File: src/rtl/alu_issue_stage_if.sv
`default_nettype none
// ----------------------------------------------------------------------------
// Module  : alu_issue_stage_if
// Brief   : Bundles the ID-side, EX-side and ALU-control signals of the
//           ALU issue register.
// Revision: 1.0 - initial release
// ----------------------------------------------------------------------------
interface alu_issue_stage_if #(
   parameter int DATA_WIDTH     = 32,
   parameter int CNT_WIDTH      = 8,
   parameter int LOGIC_OP_WIDTH = 3
);
   logic                      valid_i;
   logic                      ready_o;
   logic [5:0]                opcode_i;
   logic [5:0]                funct_i;
   logic [4:0]                shamt_i;
   logic [15:0]               imm_i;
   logic [DATA_WIDTH-1:0]     rs_data_i;
   logic [DATA_WIDTH-1:0]     rt_data_i;
   logic                      ex_stall_i;
   logic                      flush_i;
   logic                      valid_o;
   logic [LOGIC_OP_WIDTH-1:0] logic_op_o;
   logic                      sub_o;
   logic                      arithlogic_o;
   logic                      slt_sel_o;
   logic [DATA_WIDTH-1:0]     opd1_o;
   logic [DATA_WIDTH-1:0]     opd2_o;
   logic                      illegal_o;
   logic [CNT_WIDTH-1:0]      illegal_cnt_o;

   modport slave (
      input  valid_i, opcode_i, funct_i, shamt_i, imm_i, rs_data_i, rt_data_i,
             ex_stall_i, flush_i,
      output ready_o, valid_o, logic_op_o, sub_o, arithlogic_o, slt_sel_o,
             opd1_o, opd2_o, illegal_o, illegal_cnt_o
   );

   modport master (
      output valid_i, opcode_i, funct_i, shamt_i, imm_i, rs_data_i, rt_data_i,
             ex_stall_i, flush_i,
      input  ready_o, valid_o, logic_op_o, sub_o, arithlogic_o, slt_sel_o,
             opd1_o, opd2_o, illegal_o, illegal_cnt_o
   );
endinterface
`default_nettype wire

File: src/rtl/alu_issue_stage.sv
`default_nettype none
// ----------------------------------------------------------------------------
// Module  : alu_issue_stage
// Brief   : ID/EX issue register: decodes MIPS opcode/funct into ALU control
//           and operands, with valid/ready backpressure, flush and an
//           illegal-instruction counter.
// Revision: 1.0 - initial release
// ----------------------------------------------------------------------------
module alu_issue_stage #(
   parameter int DATA_WIDTH = 32,
   parameter int CNT_WIDTH  = 8
) (
   input  wire               clk,
   input  wire               rst_n,
   alu_issue_stage_if.slave  bus
);
   // logic_op encoding shared with the ALU
   localparam logic [2:0] LOGIC_AND = 3'd0;
   localparam logic [2:0] LOGIC_OR  = 3'd1;
   localparam logic [2:0] LOGIC_XOR = 3'd2;
   localparam logic [2:0] LOGIC_SLL = 3'd4;
   localparam logic [2:0] LOGIC_SRL = 3'd5;
   localparam logic [2:0] LOGIC_SRA = 3'd6;

   logic [DATA_WIDTH-1:0] w_sext, w_zext, w_shamt;
   logic                  w_illegal, w_arith, w_sub, w_slt;
   logic [2:0]            w_lop;
   logic [DATA_WIDTH-1:0] w_opd1, w_opd2;

   logic                  valid_q, valid_d;
   logic                  illegal_q, illegal_d;
   logic                  arith_q, arith_d;
   logic                  sub_q, sub_d;
   logic                  slt_q, slt_d;
   logic [2:0]            lop_q, lop_d;
   logic [DATA_WIDTH-1:0] opd1_q, opd1_d, opd2_q, opd2_d;
   logic [CNT_WIDTH-1:0]  cnt_q, cnt_d;
   logic                  w_ready, w_accept;

   assign w_sext  = {{(DATA_WIDTH-16){bus.imm_i[15]}}, bus.imm_i};
   assign w_zext  = {{(DATA_WIDTH-16){1'b0}}, bus.imm_i};
   assign w_shamt = {{(DATA_WIDTH-5){1'b0}}, bus.shamt_i};

   always_comb begin
      w_illegal = 1'b0;
      w_arith   = 1'b1;
      w_sub     = 1'b0;
      w_slt     = 1'b0;
      w_lop     = LOGIC_AND;
      w_opd1    = bus.rs_data_i;
      w_opd2    = bus.rt_data_i;
      case (bus.opcode_i)
         6'h00: begin
            case (bus.funct_i)
               6'h20, 6'h21: ;
               6'h22, 6'h23: w_sub = 1'b1;
               6'h2A: begin w_sub = 1'b1; w_slt = 1'b1; end
               6'h24: w_arith = 1'b0;
               6'h25: begin w_arith = 1'b0; w_lop = LOGIC_OR;  end
               6'h26: begin w_arith = 1'b0; w_lop = LOGIC_XOR; end
               6'h00: begin w_arith = 1'b0; w_lop = LOGIC_SLL; w_opd1 = bus.rt_data_i; w_opd2 = w_shamt; end
               6'h02: begin w_arith = 1'b0; w_lop = LOGIC_SRL; w_opd1 = bus.rt_data_i; w_opd2 = w_shamt; end
               6'h03: begin w_arith = 1'b0; w_lop = LOGIC_SRA; w_opd1 = bus.rt_data_i; w_opd2 = w_shamt; end
               // variable shifts pass rs unmasked; the ALU only looks at [4:0]
               6'h04: begin w_arith = 1'b0; w_lop = LOGIC_SLL; w_opd1 = bus.rt_data_i; w_opd2 = bus.rs_data_i; end
               6'h06: begin w_arith = 1'b0; w_lop = LOGIC_SRL; w_opd1 = bus.rt_data_i; w_opd2 = bus.rs_data_i; end
               6'h07: begin w_arith = 1'b0; w_lop = LOGIC_SRA; w_opd1 = bus.rt_data_i; w_opd2 = bus.rs_data_i; end
               default: w_illegal = 1'b1;
            endcase
         end
         6'h08, 6'h09, 6'h23, 6'h2B: w_opd2 = w_sext;
         6'h0A: begin w_sub = 1'b1; w_slt = 1'b1; w_opd2 = w_sext; end
         6'h04, 6'h05: w_sub = 1'b1;
         6'h0C: begin w_arith = 1'b0; w_opd2 = w_zext; end
         6'h0D: begin w_arith = 1'b0; w_lop = LOGIC_OR;  w_opd2 = w_zext; end
         6'h0E: begin w_arith = 1'b0; w_lop = LOGIC_XOR; w_opd2 = w_zext; end
         6'h0F: begin w_arith = 1'b0; w_lop = LOGIC_SLL; w_opd1 = w_zext; w_opd2 = DATA_WIDTH'(16); end
         default: w_illegal = 1'b1;
      endcase
      if (w_illegal) begin
         w_arith = 1'b1;
         w_sub   = 1'b0;
         w_slt   = 1'b0;
         w_lop   = LOGIC_AND;
         w_opd1  = '0;
         w_opd2  = '0;
      end
   end

   assign w_ready  = !valid_q || !bus.ex_stall_i;
   assign w_accept = bus.valid_i && w_ready && !bus.flush_i;

   always_comb begin
      valid_d   = valid_q;
      illegal_d = illegal_q;
      arith_d   = arith_q;
      sub_d     = sub_q;
      slt_d     = slt_q;
      lop_d     = lop_q;
      opd1_d    = opd1_q;
      opd2_d    = opd2_q;
      cnt_d     = cnt_q;
      if (bus.flush_i) begin
         valid_d   = 1'b0;
         illegal_d = 1'b0;
      end else if (w_accept) begin
         valid_d   = 1'b1;
         illegal_d = w_illegal;
         arith_d   = w_arith;
         sub_d     = w_sub;
         slt_d     = w_slt;
         lop_d     = w_lop;
         opd1_d    = w_opd1;
         opd2_d    = w_opd2;
         if (w_illegal && (cnt_q != {CNT_WIDTH{1'b1}}))
            cnt_d = cnt_q + 1'b1;
      end else if (valid_q && !bus.ex_stall_i) begin
         valid_d = 1'b0;
      end
   end

   always_ff @(posedge clk) begin
      if (!rst_n) begin
         valid_q   <= 1'b0;
         illegal_q <= 1'b0;
         arith_q   <= 1'b0;
         sub_q     <= 1'b0;
         slt_q     <= 1'b0;
         lop_q     <= '0;
         opd1_q    <= '0;
         opd2_q    <= '0;
         cnt_q     <= '0;
      end else begin
         valid_q   <= valid_d;
         illegal_q <= illegal_d;
         arith_q   <= arith_d;
         sub_q     <= sub_d;
         slt_q     <= slt_d;
         lop_q     <= lop_d;
         opd1_q    <= opd1_d;
         opd2_q    <= opd2_d;
         cnt_q     <= cnt_d;
      end
   end

   assign bus.ready_o       = w_ready;
   assign bus.valid_o       = valid_q;
   assign bus.illegal_o     = illegal_q;
   assign bus.arithlogic_o  = arith_q;
   assign bus.sub_o         = sub_q;
   assign bus.slt_sel_o     = slt_q;
   assign bus.logic_op_o    = lop_q;
   assign bus.opd1_o        = opd1_q;
   assign bus.opd2_o        = opd2_q;
   assign bus.illegal_cnt_o = cnt_q;
endmodule
`default_nettype wire
File: src/flat_wrapper.sv
// flat-port wrapper written by rule: the top's interface ports become plain ports
module alu_issue_stage_flat 
#(
   parameter int DATA_WIDTH = 32,
   parameter int CNT_WIDTH  = 8
)
  (clk, rst_n, bus_valid_i, bus_opcode_i, bus_funct_i, bus_shamt_i, bus_imm_i, bus_rs_data_i, bus_rt_data_i, bus_ex_stall_i, bus_flush_i, bus_ready_o, bus_valid_o, bus_logic_op_o, bus_sub_o, bus_arithlogic_o, bus_slt_sel_o, bus_opd1_o, bus_opd2_o, bus_illegal_o, bus_illegal_cnt_o);
  alu_issue_stage_if #(.DATA_WIDTH(DATA_WIDTH), .CNT_WIDTH(CNT_WIDTH)) bus_i ();
  input  wire clk;
  input  wire rst_n;
  input wire logic [$bits(bus_i.valid_i)-1:0] bus_valid_i;
  input wire logic [$bits(bus_i.opcode_i)-1:0] bus_opcode_i;
  input wire logic [$bits(bus_i.funct_i)-1:0] bus_funct_i;
  input wire logic [$bits(bus_i.shamt_i)-1:0] bus_shamt_i;
  input wire logic [$bits(bus_i.imm_i)-1:0] bus_imm_i;
  input wire logic [$bits(bus_i.rs_data_i)-1:0] bus_rs_data_i;
  input wire logic [$bits(bus_i.rt_data_i)-1:0] bus_rt_data_i;
  input wire logic [$bits(bus_i.ex_stall_i)-1:0] bus_ex_stall_i;
  input wire logic [$bits(bus_i.flush_i)-1:0] bus_flush_i;
  output wire logic [$bits(bus_i.ready_o)-1:0] bus_ready_o;
  output wire logic [$bits(bus_i.valid_o)-1:0] bus_valid_o;
  output wire logic [$bits(bus_i.logic_op_o)-1:0] bus_logic_op_o;
  output wire logic [$bits(bus_i.sub_o)-1:0] bus_sub_o;
  output wire logic [$bits(bus_i.arithlogic_o)-1:0] bus_arithlogic_o;
  output wire logic [$bits(bus_i.slt_sel_o)-1:0] bus_slt_sel_o;
  output wire logic [$bits(bus_i.opd1_o)-1:0] bus_opd1_o;
  output wire logic [$bits(bus_i.opd2_o)-1:0] bus_opd2_o;
  output wire logic [$bits(bus_i.illegal_o)-1:0] bus_illegal_o;
  output wire logic [$bits(bus_i.illegal_cnt_o)-1:0] bus_illegal_cnt_o;
  assign bus_i.valid_i = bus_valid_i;
  assign bus_i.opcode_i = bus_opcode_i;
  assign bus_i.funct_i = bus_funct_i;
  assign bus_i.shamt_i = bus_shamt_i;
  assign bus_i.imm_i = bus_imm_i;
  assign bus_i.rs_data_i = bus_rs_data_i;
  assign bus_i.rt_data_i = bus_rt_data_i;
  assign bus_i.ex_stall_i = bus_ex_stall_i;
  assign bus_i.flush_i = bus_flush_i;
  assign bus_ready_o = bus_i.ready_o;
  assign bus_valid_o = bus_i.valid_o;
  assign bus_logic_op_o = bus_i.logic_op_o;
  assign bus_sub_o = bus_i.sub_o;
  assign bus_arithlogic_o = bus_i.arithlogic_o;
  assign bus_slt_sel_o = bus_i.slt_sel_o;
  assign bus_opd1_o = bus_i.opd1_o;
  assign bus_opd2_o = bus_i.opd2_o;
  assign bus_illegal_o = bus_i.illegal_o;
  assign bus_illegal_cnt_o = bus_i.illegal_cnt_o;
  alu_issue_stage #(.DATA_WIDTH(DATA_WIDTH), .CNT_WIDTH(CNT_WIDTH)) u_core (.clk(clk), .rst_n(rst_n), .bus(bus_i));
endmodule
File: config.mk
export PLATFORM = sky130hd
export DESIGN_NAME = alu_issue_stage_flat
export DESIGN_NICKNAME = d
export VERILOG_FILES = /design/src/rtl/alu_issue_stage_if.sv /design/src/rtl/alu_issue_stage.sv /design/src/flat_wrapper.sv
export SDC_FILE = /design/constraint.sdc
export NUM_CORES = 1
export LEC_CHECK = 0
export CAP_MARGIN = 10
export CORE_MARGIN = 5
export CORE_UTILIZATION = 40
export DETAILED_ROUTE_END_ITERATION = 8
export PLACE_DENSITY = 0.83
export SLEW_MARGIN = 20
export SYNTH_ARGS = -nofsm -noshare
export SYNTH_HDL_FRONTEND = slang
export SYNTH_SLANG_ARGS = --single-unit
File: constraint.sdc
create_clock -name clk -period 2.6 [get_ports clk]
set_input_delay 0.52 -clock clk [delete_from_list [all_inputs] [get_ports clk]]
set_output_delay 0.52 -clock clk [all_outputs]
set_load 0.02 [all_outputs]
==> impl_metrics.env <==
export IMPL_power_switching_mw=0.740
export IMPL_wl_per_cell_microns=19.3
export IMPL_rr_endpoint="u_core.bus.opd1_o[4]"
export IMPL_drtPass1Iterations=6
export IMPL_die_h_microns=115
export IMPL_synthTopCellsByArea="dfxtp_1 37%, a21oi_1 7.2%, o21ai_0 6.6%"
export IMPL_rsz0062_at_grt="false"
export IMPL_via_count=5250
export IMPL_start_util=0.405
export IMPL_ant_nets=0
export IMPL_ios=183
export IMPL_clock_sinks=80
export IMPL_cp_slowest_cell="clkdlybuf4s50_1"
export IMPL_sw_frac_of_total=0.278
export IMPL_min_to="u_core.bus.opd2_o[14]"
export IMPL_drcViolationCount=0
export IMPL_root_buffer="clkbuf_8"
export IMPL_cts_tree="built"
export IMPL_worstSetupStartpoint="bus_opcode_i[5]"
export IMPL_hold_path_class="flop to flop"
export IMPL_ys_flop_type="dfxtp_1"
export IMPL_cp_arrival_ns=2.69
export IMPL_crit_fanout=38
export IMPL_grtUsageTotal=0.246
export IMPL_die_area_sq_mm=0.0131
export IMPL_cts_buffers=9
export IMPL_cts_htree_levels=3
export IMPL_pwr_share_comb=0.226
export IMPL_status="finished, final reports clean"
export IMPL_grt_pass1_vias=5486
export IMPL_synth_warnings=0
export IMPL_clkSlewWorstSetupHoldPaths_ns=0.08
export IMPL_insertion_delay_ns=0.35
export IMPL_synth_edff_count=0
export IMPL_whs_path_depth=2
export IMPL_path_delay_family="buffers and inverters"
export IMPL_synth_seq_cells=80
export IMPL_skew_ns=0.00793
export IMPL_power_frac_seq=0.475
export IMPL_syn_mean_instance_area_sq_um=8.10
export IMPL_startpoint_type="primary input"
export IMPL_powerDensity_mw_per_mm2=397
export IMPL_yosysTopAreaCellShare=0.366
export IMPL_crit_chain="clkdlybuf4s50_1 > and4b_1 > a21oi_1 > a221oi_2 > buf_4 > nand2_1 > buf_12 > o31ai_1"
export IMPL_setup_tns_ns=0
export IMPL_final_nets=832
export IMPL_ir_drop_uv=213
export IMPL_grt_remaining_overflow=0
export IMPL_worstReg2RegStart="u_core.bus.valid_o"
export IMPL_synthArstFlopShare=0
export IMPL_period_minus_slack_ns=2.44
export IMPL_cp_end_kind="flop"
export IMPL_num_antenna_cells=0
export IMPL_drt_iter0_drc=374
export IMPL_path_class="primary input to flop"
export IMPL_timing_hold_violations_final=0
export IMPL_area_delta_synth_final_pct=53.4
export IMPL_drt_total_wl_microns=16800
export IMPL_fmax_mhz=409
export IMPL_crit_buf_inv=3
export IMPL_port_buffers=182
export IMPL_place_hpwl_microns=12300
export IMPL_period_share=0.940
export IMPL_critPathMaxStageDelay_ns=0.61
export IMPL_p_int_mw=1.92
export IMPL_design_core_area_sq_mm=0.0108
export IMPL_die_w_microns=115
export IMPL_reg2regPathDepth=6
export IMPL_yosys_area_top_type="dfxtp_1"
export IMPL_grt_max_degree=39
export IMPL_antenna_found_initial=0
export IMPL_syn_nets=643
export IMPL_via_per_inst=6.02
export IMPL_rows=38
export IMPL_slew_headroom=0.406
export IMPL_drive_gt1_frac=0.104
export IMPL_power_leakage_nw=2.45
export IMPL_reg2reg_setup_slack_ns=0.67
export IMPL_pwr_share_clk=0.299
export IMPL_yosys_top_cells_count="80 x dfxtp_1, 67 x nand2_1, 63 x a21oi_1, 58 x o21ai_0, 27 x clkbuf_1"
export IMPL_worstHoldStart="u_core.bus.opd2_o[14]"
export IMPL_grt_pass1_wl_microns=26100
export IMPL_synthDistinctLibCells=55
export IMPL_yosysSeqAreaShare=0.366
export IMPL_worstPathRequired_ns=2.85
export IMPL_gp_congestion=0.912
export IMPL_syn_inst=540
export IMPL_yosysMostFrequentCell="dfxtp_1"
export IMPL_clk_path_buf_depth=2
export IMPL_total_power_mw=2.66
export IMPL_tightest_slew_ns=0.889
export IMPL_finalSetupViolCount=0
export IMPL_drv_cap=0
export IMPL_syn_area_sq_mm=0.00437
export IMPL_maxSlewViolCount=0
flip-flops by register name, summed over array words and instances, names as in the netlist:
| register | cells |
|---|---|
| u_core.bus.illegal_cnt_o | 8 |
| u_core.bus.opd2_o | 32 |
| u_core.bus.opd1_o | 32 |
| u_core.bus.sub_o | 1 |
| u_core.bus.illegal_o | 1 |
| u_core.bus.valid_o | 1 |
| u_core.bus.slt_sel_o | 1 |
| u_core.bus.logic_op_o | 3 |
| u_core.bus.arithlogic_o | 1 |
worst reg2reg max path, stage by stage, from the launching register on:
cell	delay (ns)
dfxtp_1	0.37
a21bo_2	0.18
nor2_2	0.06
nor2b_4	0.69
buf_4	0.40
nand2_1	0.09
o21ai_0	0.08
metal layers:
layer	global-route usage	up-vias	routed length, microns	share of wire
met5	0	-	0	0
met4	0.0990	0	268	0.016
met3	0.0576	34	1760	0.10
met2	0.432	324	8180	0.49
met1	0.287	2482	6620	0.39
li1	-	2410	-	-
logic make-up after synthesis:
kind of cell | synth area share
AOI/OAI and AO/OA | 0.366
buffers and inverters | 0.0569
and+or+nand+nor | 0.183
DFF | 0.366
muxes | 0.0252
adders and majority gates | 0.00286
power groups by stage:
| stage | sequential, mW | clock (mW) | combinational [mW] |
|---|---|---|---|
| final | 1.26 | 0.796 | 0.601 |
| after global routing | 1.27 | 0.850 | 0.639 |
| after CTS | 1.26 | 0.814 | 0.594 |
| after detailed placement | 1.29 | 0 | 0.590 |
| after global placement | 1.29 | 0 | 0.574 |
| after floorplan | 1.32 | 0 | 0.223 |
cell usage in the layout, fill, tap and decap left out, drive strengths merged, types with 2 or more instances in the layout:
cell and n:
mux2i 11, nor2 15, nand4 2, clkdlybuf4s50 182, buf 47, nor3 4, dfxtp 80, a222oi 10
nand3 8, nand2b 14, o21ai 68, nor4 4, clkbuf 11, a221oi 2, a211oi 6, and3 18
nand2 67, or4 2, o21bai 16, a21boi 4, o22ai 3, clkinvlp 2, or2 2, a31oi 3
a21oi 63, a32oi 2, a311oi 2, nor2b 2, a22o 26, a32o 17, inv 4, and2 3
and4b 2, or3 3, nor3b 2, o31ai 10, o211ai 2
layout make-up:
type / instances / area (sq um)
Fill cell: 928 / 4080
Sequential cell: 80 / 1600
Tap cell: 140 / 175
Clock inverter: 3 / 20.0
Clock buffer: 11 / 141
Inverter: 4 / 15.0
Multi-Input combinational cell: 405 / 2530
Timing Repair Buffer: 229 / 2220
how the worst max path moves through the flow:
stage	to	cells after the start
2_1_floorplan	u_core.bus.opd2_o[21]	8
3_3_place_gp	u_core.bus.opd2_o[12]	6
3_5_place_dp	u_core.bus.opd2_o[2]	6
4_1_cts	u_core.bus.opd2_o[2]	6
5_1_grt	u_core.bus.opd1_o[4]	7
6_report	u_core.bus.opd2_o[2]	8
stage by stage:
| stage | worst slack [ns] | util | std cells | hold slack (ns) | cell area (sq um) |
|---|---|---|---|---|---|
| finish | 0.157 | 0.622 | 872 | 0.459 | 6710 |
| CTS | 0.0983 | 0.621 | 872 | 0.460 | 6710 |
| global route | 0.0542 | 0.622 | 872 | 0.479 | 6710 |
| floorplan | 0.491 | - | 540 | 0.528 | 4370 |
| detailed placement | -0.282 | 0.607 | 858 | 0.441 | 6550 |
| global placement | -0.134 | 0.607 | 858 | 0.434 | 6550 |
timing repair:
| action | CTS | global route |
|---|---|---|
| resized for setup | 0 | 1 |
| setup endpoints to repair | 0 | 2 |
| buffers inserted | 0 | 0 |
| hold buffers | 0 | 0 |
Note: power is estimated with default switching activity, not from simulation.
